--- src/rtl/multicycle_ctrl.sv ---
// Main sequencer for the multicycle core: decodes IR fields and steps
// fetch/decode/execute/memory/writeback, raising raw requests for condition logic.
module multicycle_ctrl #(
    parameter int STATE_W = 4
) (
    input  logic               clk,
    input  logic               reset,
    input  logic [1:0]         op,
    input  logic [5:0]         funct,
    input  logic [3:0]         rd,
    input  logic               mem_ready,
    output logic               pc_write,
    output logic               adr_src,
    output logic               ir_write,
    output logic               alu_src_a,
    output logic [1:0]         alu_src_b,
    output logic [1:0]         result_src,
    output logic [1:0]         alu_ctrl,
    output logic               pcs,
    output logic               reg_w,
    output logic               mem_w,
    output logic [1:0]         flag_w,
    output logic               branch,
    output logic               no_write,
    output logic               instr_done,
    output logic [STATE_W-1:0] state
);

    typedef enum logic [3:0] {
        FETCH    = 4'd0,
        DECODE   = 4'd1,
        MEMADR   = 4'd2,
        MEMREAD  = 4'd3,
        MEMWB    = 4'd4,
        MEMWRITE = 4'd5,
        EXECR    = 4'd6,
        EXECI    = 4'd7,
        ALUWB    = 4'd8,
        BRANCH   = 4'd9
    } state_t;

    state_t     st;
    state_t     nxt;
    logic [3:0] cmd;
    logic       s_bit;
    logic       i_bit;
    logic       l_bit;
    logic [1:0] dp_ctrl;
    logic       dp_known;
    logic       dp_arith;
    logic       rd_pc;

    assign cmd   = funct[4:1];
    assign s_bit = funct[0];
    assign l_bit = funct[0];
    assign i_bit = funct[5];
    assign rd_pc = (rd == 4'hF);
    assign state = STATE_W'(st);

    always_comb begin
        dp_ctrl  = 2'b00;
        dp_known = 1'b1;
        dp_arith = 1'b0;
        case (cmd)
            4'b0100: begin dp_ctrl = 2'b00; dp_arith = 1'b1; end
            4'b0010: begin dp_ctrl = 2'b01; dp_arith = 1'b1; end
            4'b1010: begin dp_ctrl = 2'b01; dp_arith = 1'b1; end
            4'b0000: dp_ctrl = 2'b10;
            4'b1100: dp_ctrl = 2'b11;
            default: dp_known = 1'b0;
        endcase
    end

    always_ff @(posedge clk) begin
        if (!reset) st <= FETCH;
        else        st <= nxt;
    end

    always_comb begin
        nxt        = FETCH;
        pc_write   = 1'b0;
        adr_src    = 1'b0;
        ir_write   = 1'b0;
        alu_src_a  = 1'b0;
        alu_src_b  = 2'b00;
        result_src = 2'b00;
        alu_ctrl   = 2'b00;
        pcs        = 1'b0;
        reg_w      = 1'b0;
        mem_w      = 1'b0;
        flag_w     = 2'b00;
        branch     = 1'b0;
        no_write   = 1'b0;
        instr_done = 1'b0;
        case (st)
            FETCH: begin
                alu_src_a  = 1'b1;
                alu_src_b  = 2'b10;
                result_src = 2'b10;
                ir_write   = mem_ready;
                pc_write   = mem_ready;
                nxt        = mem_ready ? DECODE : FETCH;
            end
            DECODE: begin
                // PC+8 is presented on the result bus as R15
                alu_src_a  = 1'b1;
                alu_src_b  = 2'b10;
                result_src = 2'b10;
                case (op)
                    2'b01:   nxt = MEMADR;
                    2'b00:   nxt = i_bit ? EXECI : EXECR;
                    2'b10:   nxt = BRANCH;
                    default: begin
                        nxt        = FETCH;
                        instr_done = 1'b1;
                    end
                endcase
            end
            MEMADR: begin
                alu_src_b = 2'b01;
                nxt       = l_bit ? MEMREAD : MEMWRITE;
            end
            MEMREAD: begin
                adr_src = 1'b1;
                nxt     = mem_ready ? MEMWB : MEMREAD;
            end
            MEMWB: begin
                result_src = 2'b01;
                reg_w      = 1'b1;
                pcs        = rd_pc;
                instr_done = 1'b1;
            end
            MEMWRITE: begin
                adr_src    = 1'b1;
                mem_w      = 1'b1;
                instr_done = mem_ready;
                nxt        = mem_ready ? FETCH : MEMWRITE;
            end
            EXECR, EXECI: begin
                alu_src_b = (st == EXECI) ? 2'b01 : 2'b00;
                alu_ctrl  = dp_ctrl;
                flag_w    = {s_bit, s_bit & dp_arith};
                nxt       = ALUWB;
            end
            ALUWB: begin
                reg_w      = 1'b1;
                pcs        = rd_pc;
                instr_done = 1'b1;
                no_write   = (cmd == 4'b1010) | ~dp_known;
            end
            BRANCH: begin
                alu_src_b  = 2'b01;
                result_src = 2'b10;
                branch     = 1'b1;
                pcs        = 1'b1;
                instr_done = 1'b1;
            end
            default: nxt = FETCH;
        endcase
    end

endmodule
--- config.mk ---
export PLATFORM = sky130hd
export DESIGN_NAME = multicycle_ctrl
export DESIGN_NICKNAME = d
export VERILOG_FILES = /design/src/rtl/multicycle_ctrl.sv
export SDC_FILE = /design/constraint.sdc
export NUM_CORES = 1
export LEC_CHECK = 0
export CAP_MARGIN = 30
export CORE_UTILIZATION = 36
export CTS_CLUSTER_DIAMETER = 80
export DETAILED_ROUTE_END_ITERATION = 7
export MAX_ROUTING_LAYER = met4
export PLACE_DENSITY = 0.83
export SLEW_MARGIN = 30
export SYNTH_ARGS = -nofsm -noshare
export SYNTH_HDL_FRONTEND = slang
export SYNTH_SLANG_ARGS = --single-unit
export TNS_END_PERCENT = 1
--- constraint.sdc ---
create_clock -name clk -period 3.3 [get_ports clk]
set_input_delay 0.495 -clock clk [delete_from_list [all_inputs] [get_ports clk]]
set_output_delay 0.495 -clock clk [all_outputs]
set_load 0.005 [all_outputs]
==> flow_summary.toml, run 1 <==
[run_status]
outcome = "complete, no violations"

[die]
initial_core_util_pct = 39.0
coreArea_um2 = 1320
fp.dieArea_um2 = 1580
die_h_um = 39.8
row_count = 13
ioPinCount = 37
die_w_um = 39.8

[logic_synthesis]
async_flop_share_pct = 0
synth_edf_count = 0
ys_ff_latch = 4
netlist_instances = 73
yosys_warnings = 0
ys.flop_type = "dfxtp_1"
syn_nets = 88
synth_area_per_cell_um2 = 7.04
yosysSeqAreaShare_pct = 15.6
ys_types = 36
netlist_area_um2 = 514

[critical_path]
cp-end-kind = "primary output"
worstReg2RegStart = "state[2]$_SDFF_PN0_"
cp-start-kind = "primary input"
cp-startpoint = "funct[3]"
r2r_end = "state[1]$_SDFF_PN0_"
crit_type = "primary input to primary output"
ff2ff_path_depth = 3
arrival_ps = 2400
required_ps = 2800
worstPathMaxFanout = 6
rrSetupSlack_ps = 1760

[timing]
period_share_pct = 87.6
tns_ps = 0
max_freq_mhz = 346
setup_viol = 0
max_slew_margin_pct = 63.7
clock_skew_ps = 0.337
slew_viol_final = 0
final_hold_viol_count = 0
tightest_slew_ps = 544
finalCriticalPeriod_ps = 2890
rsz0062_at_grt = "no"

[routing]
vias = 659
drtIter0Drc = 11
drt_wl_total_um = 1440
dr.pass1.iters = 4
antenna_left = 0
avgViaCountPerCell = 5.45
drcViolationCount = 0
wl_per_cell_um = 11.9

[final_layout]
final_cell_mix = "clkdlybuf4s50_1 (36), inv_1 (7), nand3_1 (5), nand2_1 (5)"
area_delta_synth_final_pct = 70.8
layout.nets = 123
layout_commonest_cell = "clkdlybuf4s50_1"
largest_reg_flops = 4
diodes = 0
drive_above_1_share_pct = 6.60
fillers = 123

[clock_tree]
cts.sinks = 4
cts_tree = "built"
cts_resized = 0
cts_hold_buf = 0
clockBufferDepth = 2
path_clk_slew_ps = 30
cts-buffers-inserted = 3
clock_latency_ps = 220
postCtsSetupRepairBufs = 0
cts-root-buf = "clkbuf_4"
h-tree-depth = 1

[global_route]
antenna_found_initial = 0
grt_pass1_wl_um = 2110
grt_pass1_vias = 505
grt_max_degree = 20
grt_overflow = 0
grt_use_total_pct = 19.7

[hold_path]
worstHoldEndpoint = "state[3]$_SDFF_PN0_"
hp-class = "flop to flop"
hold_start = "state[1]$_SDFF_PN0_"
hold-path-cell-count = 2

[power_and_ir_drop]
total_power_mw = 0.208
cellPowerDensity_nw_per_um2 = 237
vdd_drop_max_uv = 261
p_leak_nw = 0.311

[flow_run]
drv_cap = 0

[placement]
io_buffers = 36
hpwl_um = 1150
routabilityCongestion = 0.799
[kinds of logic (layout without fill, tap and decap cells)]
kind of cell	count (synthesis)	in the layout	synth area share, %
DFF	4	4	15.6
and+or+nand+nor	33	33	36.0
buffers and inverters	14	47	13.9
AOI/OAI and AO/OA	19	19	29.4
xor gates and xnor gates	3	3	5.11
[area by class of cell]
cell class / count / area [um2] / share of cell area, %
multi-input combinational: 55 / 363 / 41.3
timing repair buffer: 37 / 368 / 41.9
sequential: 4 / 80.1 / 9.12
tap: 15 / 18.8 / 2.14
clock buffer: 3 / 22.5 / 2.56
inverter: 7 / 26.3 / 2.99
[how the worst max path moves through the flow]
stage / cells after the start / end / slack, ps
6_report: 4 / flag_w[0] / 410
3_5_place_dp: 4 / flag_w[0] / 410
2_1_floorplan: 2 / flag_w[0] / 1550
5_1_grt: 4 / flag_w[0] / 350
3_3_place_gp: 4 / flag_w[0] / 480
4_1_cts: 4 / flag_w[0] / 390
[synthesized netlist by cell type (2+ instances only)]
cell,number,area share [%]
nand2_1,5,3.7
nand3_1,5,4.9
nand2b_1,2,2.4
xor2_1,2,3.4
buf_4,2,2.9
nor4_1,2,2.4
nor2b_1,4,4.9
a211oi_1,3,4.4
o21ai_0,4,3.9
nor3_1,3,2.9
dfxtp_1,4,16
inv_1,7,5.1
nor2_1,4,2.9
a21oi_1,2,1.9
buf_2,3,2.9
[power breakdown]
part | internal [mW] | switching, mW | total, mW
Clock | 0.0404 | 0.0158 | 0.0561
Combinational | 0.0557 | 0.0353 | 0.0910
Sequential | 0.0518 | 0.00915 | 0.0609
[through the flow]
step	area [um2]	hold WS, ps	cells	util, %	worst slack (ps)
after floorplan	514	632	73	-	1550
after global placement	856	603	118	65.0	481
after detailed placement	856	597	118	65.0	409
after CTS	878	602	121	66.7	392
after global routing	878	629	121	66.7	347
final	878	585	121	66.7	409
[layer usage]
metal,share of wire [%],global-route usage (%),routed length [um]
met5,0,-,0
met4,0,6.90,0
met3,6.3,0.568,91
met2,50,33.6,717
met1,44,24.7,631
[worst max-delay path, stage by stage]
cell,delay (ps)
clkdlybuf4s50_1,560
or3b_1,380
a2111oi_2,390
clkdlybuf4s50_1,570
Note: power is estimated with default switching activity, not from simulation.
==> inputs of run 2 (changes only) <==
--- a/config.mk
+++ b/config.mk
@@ -5,12 +5,12 @@
 export SDC_FILE = /design/constraint.sdc
 export NUM_CORES = 1
 export LEC_CHECK = 0
-export CAP_MARGIN = 30
-export CORE_UTILIZATION = 36
-export CTS_CLUSTER_DIAMETER = 80
+export CAP_MARGIN = 5
+export CORE_UTILIZATION = 38
+export CTS_BUF_LIST = sky130_fd_sc_hd__clkbuf_8
 export DETAILED_ROUTE_END_ITERATION = 7
 export MAX_ROUTING_LAYER = met4
-export PLACE_DENSITY = 0.83
+export PLACE_DENSITY = 0.87
 export SLEW_MARGIN = 30
 export SYNTH_ARGS = -nofsm -noshare
 export SYNTH_HDL_FRONTEND = slang
==> flow_summary.toml, run 2 (synthesized netlist as in run 1, its figures left out) <==
[final_layout]
area_delta_synth_final_pct = 72.7
design_area_um2 = 888
final_cell_mix = "clkdlybuf4s50_1 (36), inv_1 (7), nand3_1 (5), nand2_1 (5)"
post-route-util_pct = 74.9
diodes = 0
layout_commonest_cell = "clkdlybuf4s50_1"
largest_reg_flops = 4
layout.nets = 122
post_layout_nonfiller_instances = 119
drive_above_1_share_pct = 5.71

[global_route]
grt_pass1_wl_um = 2630
grt_pass1_vias = 604
grt_max_degree = 21
grt_use_total_pct = 25.2
grt_overflow = 0
antenna_found_initial = 0

[placement]
routabilityCongestion = 0.782
dpl_cell_area_um2 = 847
hpwl_um = 1120
io_buffers = 36
placed_cells_incl_taps = 116

[routing]
wl_per_cell_um = 12.9
vias = 656
drcViolationCount = 0
drtIter0Drc = 8
antenna_left = 0
avgViaCountPerCell = 5.51
drt_wl_total_um = 1540
dr.pass1.iters = 4

[flow_run]
drv_cap = 0

[die]
row_count = 12
ioPinCount = 37
coreArea_um2 = 1190
die_h_um = 38.8
initial_core_util_pct = 43.4
die_w_um = 38.8
fp.dieArea_um2 = 1500

[power_and_ir_drop]
p_leak_nw = 0.314
vdd_drop_max_uv = 355
cellPowerDensity_nw_per_um2 = 282

[clock_tree]
path_clk_slew_ps = 30
cts.sinks = 4
cts-root-buf = "clkbuf_8"
cts_hold_buf = 0
clock_latency_ps = 210
clockBufferDepth = 2
cts_tree = "built"
postCtsSetupRepairBufs = 0
cts_resized = 0
h-tree-depth = 1
cts-buffers-inserted = 3

[timing]
slew_viol_final = 0
finalCriticalPeriod_ps = 2840
setup_viol = 0
max_freq_mhz = 353
final_hold_viol_count = 0
tightest_slew_ps = 634
clock_skew_ps = 3.04
rsz0062_at_grt = "no"
period_share_pct = 85.9
tns_ps = 0
max_slew_margin_pct = 57.7

[critical_path]
arrival_ps = 2340
rrSetupSlack_ps = 1720
crit_type = "primary input to primary output"
worstPathMaxFanout = 6
required_ps = 2800
cp-end-kind = "primary output"
cp-start-kind = "primary input"

[hold_path]
hp-class = "flop to flop"

[run_status]
outcome = "complete, no violations"
## run 2: cell count changes in the layout (fill, tap and decap cells not counted), sizes merged
cell  before  now
buf        1    0
## run 2: report_power, final
part           internal [mW]  switching (mW)
logic                 0.0547          0.0316
clock network         0.0775          0.0224
registers             0.0518          0.0129
## run 2: area by class of cell
| cell class | count | area [um2] |
|---|---|---|
| Clock buffer | 3 | 41.3 |
| Fill cell | 105 | 298 |
| Inverter | 7 | 26.3 |
| Multi-Input combinational cell | 55 | 363 |
| Sequential cell | 4 | 80.1 |
| Tap cell | 14 | 17.5 |
| Timing Repair Buffer | 36 | 360 |
## run 2: path summary, 6_finish.rpt
check,end,startpoint,depth (start not counted)
worst max register to register,state[1]$_SDFF_PN0_,state[2]$_SDFF_PN0_,3
worst max-delay path,flag_w[0],funct[3],4
worst min-delay path,state[1]$_SDFF_PN0_,state[3]$_SDFF_PN0_,1
worst min register to register,state[1]$_SDFF_PN0_,state[3]$_SDFF_PN0_,1
## run 2: per-layer routing
| layer | routed length (um) | vias to the layer above | track usage, % |
|---|---|---|---|
| met5 | 0 | - | - |
| met4 | 14 | 0 | 6.90 |
| met3 | 92 | 2 | 4.62 |
| met2 | 773 | 29 | 40.4 |
| met1 | 656 | 293 | 32.1 |
| li1 | - | 332 | - |
## run 2: metrics by stage
step                      setup WS, ps  power, mW  hold WS [ps]
final                              464      0.251           713
after detailed placement           458      0.151           699
after global routing               354      0.268           753
after global placement             484      0.149           704
after CTS                          453      0.253           700
after floorplan                   1550      0.103           632
## run 2: critical path: stages
cell             delay (ps)
clkdlybuf4s50_1         550
or3b_1                  380
a2111oi_2               350
clkdlybuf4s50_1         560
==> inputs of run 3 (changes only) <==
--- a/config.mk
+++ b/config.mk
@@ -5,7 +5,7 @@
 export SDC_FILE = /design/constraint.sdc
 export NUM_CORES = 1
 export LEC_CHECK = 0
-export CAP_MARGIN = 5
+export CAP_MARGIN = 0
 export CORE_UTILIZATION = 38
 export CTS_BUF_LIST = sky130_fd_sc_hd__clkbuf_8
 export DETAILED_ROUTE_END_ITERATION = 7
==> results of run 3 <==
Final layout, timing and power as in run 2 (identical DEF).
